<file path="src/rtl/serial_full_sub.sv">
// Bit-serial subtractor: computes a - b - bin one bit per clock, LSB first, with a single
// full-subtractor cell and a registered borrow. Define SERIAL_SUB_OVF_EN to add the signed-overflow output ovf.
module serial_full_sub #(
  parameter int WIDTH = 8
) (
  input  logic             clk,
  input  logic             rst,
  input  logic             start,
  input  logic [WIDTH-1:0] a,
  input  logic [WIDTH-1:0] b,
  input  logic             bin,
  output logic             busy,
  output logic             done,
  output logic [WIDTH-1:0] diff,
  output logic             bout
`ifdef SERIAL_SUB_OVF_EN
  ,
  output logic             ovf
`endif
);

  localparam int CNT_W = $clog2(WIDTH + 1);

  typedef enum logic [1:0] {
    ST_IDLE,
    ST_RUN,
    ST_DONE
  } state_t;

  state_t           state_q, state_d;
  logic [WIDTH-1:0] a_sh_q, a_sh_d;
  logic [WIDTH-1:0] b_sh_q, b_sh_d;
  logic [WIDTH-2:0] work_q, work_d;
  logic             borrow_q, borrow_d;
  logic [CNT_W-1:0] cnt_q, cnt_d;
  logic [WIDTH-1:0] diff_q, diff_d;
  logic             bout_q, bout_d;
`ifdef SERIAL_SUB_OVF_EN
  logic             a_sgn_q, a_sgn_d;
  logic             b_sgn_q, b_sgn_d;
  logic             ovf_q, ovf_d;
`endif

  logic cell_x, cell_y, cell_z;
  logic cell_d, cell_b;
  logic last_bit;

  // The single full-subtractor cell, fed from the LSBs of the operand shifters.
  assign cell_x   = a_sh_q[0];
  assign cell_y   = b_sh_q[0];
  assign cell_z   = borrow_q;
  assign cell_d   = cell_x ^ cell_y ^ cell_z;
  assign cell_b   = (~cell_x & cell_y) | (~(cell_x ^ cell_y) & cell_z);
  assign last_bit = (cnt_q == CNT_W'(WIDTH - 1));

  always_comb begin
    state_d  = state_q;
    a_sh_d   = a_sh_q;
    b_sh_d   = b_sh_q;
    work_d   = work_q;
    borrow_d = borrow_q;
    cnt_d    = cnt_q;
    diff_d   = diff_q;
    bout_d   = bout_q;
`ifdef SERIAL_SUB_OVF_EN
    a_sgn_d  = a_sgn_q;
    b_sgn_d  = b_sgn_q;
    ovf_d    = ovf_q;
`endif
    case (state_q)
      ST_RUN: begin
        a_sh_d   = a_sh_q >> 1;
        b_sh_d   = b_sh_q >> 1;
        // work holds the WIDTH-1 most recent difference bits, newest at the top.
        work_d   = (WIDTH-1)'({cell_d, work_q} >> 1);
        borrow_d = cell_b;
        cnt_d    = cnt_q + CNT_W'(1);
        if (last_bit) begin
          state_d = ST_DONE;
          diff_d  = {cell_d, work_q};
          bout_d  = cell_b;
`ifdef SERIAL_SUB_OVF_EN
          ovf_d   = (a_sgn_q != b_sgn_q) && (cell_d != a_sgn_q);
`endif
        end
      end
      ST_IDLE, ST_DONE: begin
        if (start) begin
          state_d  = ST_RUN;
          a_sh_d   = a;
          b_sh_d   = b;
          borrow_d = bin;
          work_d   = '0;
          cnt_d    = '0;
`ifdef SERIAL_SUB_OVF_EN
          a_sgn_d  = a[WIDTH-1];
          b_sgn_d  = b[WIDTH-1];
`endif
        end else begin
          state_d = ST_IDLE;
        end
      end
      default: begin
        state_d = ST_IDLE;
      end
    endcase
  end

  always_ff @(posedge clk) begin
    if (rst) begin
      state_q  <= ST_IDLE;
      a_sh_q   <= '0;
      b_sh_q   <= '0;
      work_q   <= '0;
      borrow_q <= 1'b0;
      cnt_q    <= '0;
      diff_q   <= '0;
      bout_q   <= 1'b0;
`ifdef SERIAL_SUB_OVF_EN
      a_sgn_q  <= 1'b0;
      b_sgn_q  <= 1'b0;
      ovf_q    <= 1'b0;
`endif
    end else begin
      state_q  <= state_d;
      a_sh_q   <= a_sh_d;
      b_sh_q   <= b_sh_d;
      work_q   <= work_d;
      borrow_q <= borrow_d;
      cnt_q    <= cnt_d;
      diff_q   <= diff_d;
      bout_q   <= bout_d;
`ifdef SERIAL_SUB_OVF_EN
      a_sgn_q  <= a_sgn_d;
      b_sgn_q  <= b_sgn_d;
      ovf_q    <= ovf_d;
`endif
    end
  end

  assign busy = (state_q == ST_RUN);
  assign done = (state_q == ST_DONE);
  assign diff = diff_q;
  assign bout = bout_q;
`ifdef SERIAL_SUB_OVF_EN
  assign ovf  = ovf_q;
`endif

endmodule

</file>
<file path="config.mk">
export PLATFORM = sky130hd
export DESIGN_NAME = serial_full_sub
export DESIGN_NICKNAME = d
export VERILOG_FILES = /design/src/rtl/serial_full_sub.sv
export SDC_FILE = /design/constraint.sdc
export NUM_CORES = 1
export LEC_CHECK = 0
export ABC_AREA = 1
export CORE_MARGIN = 3
export CORE_UTILIZATION = 50
export CTS_CLUSTER_SIZE = 25
export DETAILED_ROUTE_END_ITERATION = 10
export PLACE_DENSITY_LB_ADDON = 0.15
export REMOVE_ABC_BUFFERS = 1
export SYNTH_ARGS = -nofsm -noshare
export SYNTH_HDL_FRONTEND = slang
export SYNTH_SLANG_ARGS = --single-unit
</file>
<file path="constraint.sdc">
create_clock -name clk -period 1.3 [get_ports clk]
set_input_delay 0.26 -clock clk [delete_from_list [all_inputs] [get_ports clk]]
set_output_delay 0.26 -clock clk [all_outputs]
set_load 0.01 [all_outputs]
</file>
==> flow_metrics.tcl, run 1 <==
set metrics [dict create \
    period_needed_ns 1.24 \
    slew_at_the_pin_with_the_worst_max_slew_slack_ns 0.274 \
    io_buffers 30 \
    startpoint_class_of_the_critical_path "register" \
    cts-htree-levels 2 \
    synth-async-reset-ratio_pct 0 \
    first_pass_iters 4 \
    die_w_um 65.9 \
    worstSetupPathType "reg -> out" \
    finalClockSkew_ns 0.00795 \
    weighted_congestion_at_the_end_of_routability_driven_global_placement 0.764 \
    globalRouteTotalUtil_pct 20.3 \
    area_post_placement_um2 2220 \
    yosys-top-cells-count "sky130_fd_sc_hd__nand2_1 (82), sky130_fd_sc_hd__nor2_1 (46), sky130_fd_sc_hd__dfxtp_1 (39)" \
    hpwl_mm 2.53 \
    critical_path.cell_chain "dlygate4sd2_1" \
    coreArea_um2 3390 \
    layout_worst_path_cycle_share_pct 95.1 \
    tritoncts "yes" \
    clock_tree_root_buffer_cell "sky130_fd_sc_hd__clkbuf_4" \
    clock_insertion_delay_worst_skew_ns 0.36 \
    setup_viol_count_final 0 \
    syn2layout_area_growth_pct 28.5 \
    grt_max_degree 34 \
    detailedRoute.firstIterationViolations 100 \
    design.portCount 31 \
    max_clock_freq_mhz 809 \
    dpl.cell_count 338 \
    timing.hold.worst_path_depth 3 \
    final_cell_area_excluding_filler_cells_um2 2310 \
    power.density_nw_per_um2 1070 \
    total_leakage_power_nw 1.06 \
    routed_wirelength_mm 3.83 \
    synth.yosys.warnings 0 \
    cts_made_buffers 5 \
    instances_no_fill 346 \
    post_cts_buffers 0 \
    ir_drop_mv 0.856 \
    max-clock-path-buffers 2 \
    vias_per_cell 4.92 \
    start_util_pct 53.0 \
    timing.critical_path.arrival_ns 0.98 \
    timing.critical_path.buf_inv 1 \
    wire_per_inst_um 11.1 \
    syn-instance-count 259 \
    netlist.top_cell.by_area "sky130_fd_sc_hd__dfxtp_1" \
    grt_first_pass_wirelength_mm 6.77 \
    synth_seq_cells 39 \
    critical_path.max_stage_delay_ns 0.35 \
    num-fill-cells 307 \
    antenna_found_initial 0 \
    number_of_violations_of_the_max_capacitance_limit 0 \
    crit_path_top_delay_cell "sky130_fd_sc_hd__dfxtp_1" \
    fraction_of_final_layout_cells_sized_beyond_drive_strength_1_pct 13.0 \
    slew_headroom_pct 81.7 \
    grt_setup_unrepaired "true" \
    first_global_vias 1538 \
    synth-edff-count 0 \
    post_layout_util_pct 68.1 \
    postRouteAntennaNets 0 \
    die_height_um 65.9 \
    die_area_um2 4350 \
    rows 21 \
    critPathMaxFanout 2 \
    maxSlewViolCount 0 \
    rrSetupSlack_ns 0.14 \
    path_delay_family "flip-flops" \
    critical_path.reg2reg.startpoint "b_sh_q[0]" \
    final.hold.worst_slack_ns 0.472 \
    syn_avg_cell_area_um2 6.93 \
    run_status "finished clean" \
    overflow_left_after_global_routing 0 \
    dr_total_vias 1703 \
    ys_types 22 \
    ys_top_cells_by_area "sky130_fd_sc_hd__dfxtp_1 (43%), sky130_fd_sc_hd__nand2_1 (17%), sky130_fd_sc_hd__nor2_1 (9.6%)" \
    hold_violations 0 \
    cts.sinks 39 \
    min_from "b[7]" \
    timing.critical_path.required_ns 1.04 \
    timing.hold.worst_endpoint "b_sh_q[7]" \
    path_category_of_the_worst_min_delay_check "in -> reg" \
    num-nets-final 321 \
    n_antenna_cell 0 \
    post-route-drc-count 0 \
    synth.top_cell.area_share_pct 43.5 \
    synth_flop_cell "sky130_fd_sc_hd__dfxtp_1" \
    endpoint_kind "output port" \
    synth_area_um2 1800 \
    cts.clk_slew.worst_paths_ns 0.11 \
    length_in_cells_of_the_worst_reg_to_reg_path 4 \
    synth-seq-area-share_pct 43.5 \
    critical_path.reg2reg.endpoint "work_q[6]" \
    yosys.cell_count.top_type "sky130_fd_sc_hd__nand2_1" \
]
-- sequential cells by signal (all words and copies together), names as in the netlist --
name      cells
a_sh_q        8
b_sh_q        8
borrow_q      1
bout          1
cnt_q         4
diff          8
state_q       2
work_q        7
-- layer usage --
metal	share of wire, %	global-route usage [%]	up-vias	wire, um
met5	0	0	-	0
met4	1.5	10.1	0	59
met3	6.3	4.25	5	240
met2	44	31.8	49	1690
met1	48	26.3	745	1840
li1	-	-	904	-
-- cells by family after synthesis --
family	after synthesis	share of synthesized area (%)
adders and majority gates	2	1.81
AOI/OAI and AO/OA	15	4.18
and+or+nand+nor	178	43.6
buffers and inverters	25	6.90
DFF	39	43.5
-- final cells by class --
type | count | area [um^2] | share of cell area, %
sequential | 39 | 790 | 34.2
multi-input combinational | 195 | 898 | 38.9
clock buffer | 8 | 68.8 | 2.98
inverter | 12 | 50.0 | 2.17
tap | 46 | 57.6 | 2.49
timing repair buffer | 46 | 443 | 19.2
-- placed cells by master, fill, tap and decap left out, types with 5 or more instances in the layout --
cell type	n
sky130_fd_sc_hd__nand3_1	32
sky130_fd_sc_hd__a21oi_1	12
sky130_fd_sc_hd__dfxtp_1	36
sky130_fd_sc_hd__inv_1	9
sky130_fd_sc_hd__clkbuf_4	5
sky130_fd_sc_hd__dlygate4sd2_1	8
sky130_fd_sc_hd__nand3b_1	12
sky130_fd_sc_hd__nor2_1	45
sky130_fd_sc_hd__clkdlybuf4s50_1	19
sky130_fd_sc_hd__buf_4	12
sky130_fd_sc_hd__nand2_1	81
-- worst reg2reg max path: stages, from the launching register on --
cell and delay, ns:
sky130_fd_sc_hd__dfxtp_1 0.33, sky130_fd_sc_hd__inv_1 0.06, sky130_fd_sc_hd__fa_1 0.52, sky130_fd_sc_hd__nand2_1 0.06, sky130_fd_sc_hd__a21oi_1 0.14
-- through the flow --
step	total power, mW	setup WS (ns)	setup TNS (ns)
2_1_floorplan	1.58	-0.255	-5.36
3_3_place_gp	1.77	-0.0496	-0.527
3_5_place_dp	1.77	-0.111	-0.986
4_1_cts	2.48	0.0374	0
5_1_grt	2.61	-0.000436	-0.000436
6_report	2.48	0.0635	0
-- worst max-delay path by stage --
stage	start	endpoint	slack, ns	cells past startpoint
2_1_floorplan	state_q[0]	diff[1]	-0.25	5
3_3_place_gp	start	a_sh_q[0]	-0.05	6
3_5_place_dp	start	cnt_q[3]	-0.11	6
4_1_cts	state_q[1]	done	0.04	3
5_1_grt	state_q[1]	done	-0.0004	3
6_report	diff[7]	diff[7]	0.06	1
-- report_power, final --
group / leakage, nW / total, mW / switching (mW) / internal (mW)
Clock: 0.0386 / 0.719 / 0.401 / 0.318
Combinational: 0.701 / 0.467 / 0.248 / 0.220
Sequential: 0.321 / 1.29 / 0.0319 / 1.26
Total: 1.06 / 2.48 / 0.681 / 1.80
-- repair_timing --
| action | in CTS | in global routing |
|---|---|---|
| endpoints found under the setup margin | 14 | 19 |
| hold buffers | 0 | 0 |
| pin swaps | 0 | 0 |
| hold endpoints to repair | 0 | 0 |
| gates cloned | 0 | 0 |
| resized for setup | 20 | 11 |
Note: power is estimated with default switching activity, not from simulation.
==> run 2: changes to the inputs <==
Settings changed: CORE_MARGIN 3 to 8.
==> run 2 against run 1 <==
Against the previous run:
- combinational power increased by 2%
- clock skew decreased by 0.0023 ns
- wire length increased by 7.7%
- worst hold slack improved by 0.00096 ns
- power increased by 6.7%
- critical endpoint is now done
- largest power group unchanged
==> flow_metrics.tcl, run 2 (synthesized netlist as in run 1, its figures left out) <==
set metrics [dict create \
    die_w_um 75.9 \
    total_leakage_power_nw 1.07 \
    start_util_pct 53.0 \
    startpoint_class_of_the_critical_path "register" \
    area_post_placement_um2 2240 \
    die_area_um2 5760 \
    max_clock_freq_mhz 783 \
    dpl.cell_count 340 \
    period_needed_ns 1.28 \
    post_cts_buffers 0 \
    setup_slack_ns 0.0232 \
    power.density_nw_per_um2 1140 \
    timing.hold.worst_path_depth 3 \
    grt_max_degree 21 \
    vias_per_cell 5.05 \
    hpwl_mm 2.84 \
    overflow_left_after_global_routing 0 \
    timing.hold.worst_endpoint "b_sh_q[7]" \
    slew_headroom_pct 83.9 \
    hold_violations 0 \
    endpoint_kind "output port" \
    wire_per_inst_um 11.9 \
    cts_made_buffers 5 \
    run_status "finished clean" \
    routed_wirelength_mm 4.13 \
    grt_setup_unrepaired "true" \
    coreArea_um2 3390 \
    syn2layout_area_growth_pct 29.5 \
    dr_total_vias 1756 \
    layout_common_cells "sky130_fd_sc_hd__nand2_1 (81), sky130_fd_sc_hd__nor2_1 (46), sky130_fd_sc_hd__dfxtp_1 (37), sky130_fd_sc_hd__nand3_1 (32), sky130_fd_sc_hd__clkdlybuf4s50_1 (19)" \
    clock_tree_root_buffer_cell "sky130_fd_sc_hd__clkbuf_4" \
    worstSetupPathType "reg -> out" \
    tritoncts "yes" \
    length_in_cells_of_the_worst_reg_to_reg_path 6 \
    timing.critical_path.required_ns 1.04 \
    rrSetupSlack_ns 0.07 \
    instances_no_fill 348 \
    critPathMaxFanout 2 \
    slew_at_the_pin_with_the_worst_max_slew_slack_ns 0.241 \
    critical_path.reg2reg.startpoint "cnt_q[0]" \
    globalRouteTotalUtil_pct 14.6 \
    final_cell_area_excluding_filler_cells_um2 2330 \
    cts.sinks 39 \
    clock_insertion_delay_worst_skew_ns 0.36 \
    layout_worst_path_cycle_share_pct 98.2 \
    ir_drop_mv 0.855 \
    grt_first_pass_wirelength_mm 7.03 \
    postRouteAntennaNets 0 \
    cts_hold_repair.buffers 0 \
    post-route-drc-count 0 \
    die_height_um 75.9 \
    setup_viol_count_final 0 \
    antenna_found_initial 0 \
    first_pass_iters 4 \
    max-clock-path-buffers 2 \
    first_global_vias 1605 \
    cts-htree-levels 2 \
    path_category_of_the_worst_min_delay_check "in -> reg" \
    design.portCount 31 \
    detailedRoute.firstIterationViolations 192 \
    rows 21 \
    weighted_congestion_at_the_end_of_routability_driven_global_placement 0.866 \
    io_buffers 30 \
    finalClockSkew_ns 0.00567 \
    maxSlewViolCount 0 \
    overall_power_of_the_completed_layout_mw 2.64 \
    min_from "b[7]" \
    n_antenna_cell 0 \
    place_ws_ns -0.0624 \
    final.hold.worst_slack_ns 0.473 \
    final_common_cell "sky130_fd_sc_hd__nand2_1" \
    fraction_of_final_layout_cells_sized_beyond_drive_strength_1_pct 12.9 \
    num-nets-final 323 \
    timing.critical_path.arrival_ns 1.02 \
    critical_path.reg2reg.endpoint "diff[1]" \
    number_of_violations_of_the_max_capacitance_limit 0 \
    cts.clk_slew.worst_paths_ns 0.12 \
]
[run 2: critical path, stage by stage, from the launching register on]
cell and delay [ns]:
sky130_fd_sc_hd__dfxtp_2 0.38, sky130_fd_sc_hd__inv_2 0.04, sky130_fd_sc_hd__nor2_1 0.09, sky130_fd_sc_hd__buf_2 0.14
[run 2: how the worst max path moves through the flow]
stage | from | end | cells past startpoint
2_1_floorplan | state_q[0] | diff[1] | 5
3_3_place_gp | start | cnt_q[3] | 6
3_5_place_dp | start | cnt_q[3] | 6
4_1_cts | state_q[0] | busy | 3
5_1_grt | state_q[1] | done | 3
6_report | state_q[1] | done | 3
[run 2: stage by stage]
stage / setup TNS (ns) / utilization [%]
6_report: 0 / 68.6
2_1_floorplan: -5.36 / -
4_1_cts: 0 / 68.1
3_3_place_gp: -0.711 / 66.1
5_1_grt: -0.0562 / 68.6
3_5_place_dp: -0.887 / 66.1
[run 2: what timing repair did]
action                     CTS  global route
setup endpoints to repair   12            25
gates resized for setup     20             6
pin swaps                    0             1
[run 2: layout make-up]
| type | count | area [um^2] |
|---|---|---|
| clock buffer | 6 | 51.3 |
| clock inverter | 2 | 35.0 |
| fill | 304 | 1060 |
| inverter | 12 | 50.0 |
| multi-input combinational | 195 | 893 |
| sequential | 39 | 786 |
| tap | 46 | 57.6 |
| timing repair buffer | 48 | 453 |
[run 2: per-layer routing]
metal | routed length [um] | global-route usage [%] | up-vias
met4 | 67 | 5.88 | 0
met3 | 168 | 4.95 | 7
met2 | 1960 | 23.7 | 27
met5 | 0 | 0 | -
li1 | - | - | 907
met1 | 1930 | 17.1 | 815
[run 2: power breakdown]
group | switching (mW) | total, mW | internal (mW)
combinational | 0.255 | 0.477 | 0.222
clock | 0.419 | 0.874 | 0.454
sequential | 0.0313 | 1.29 | 1.26
total | 0.705 | 2.64 | 1.94
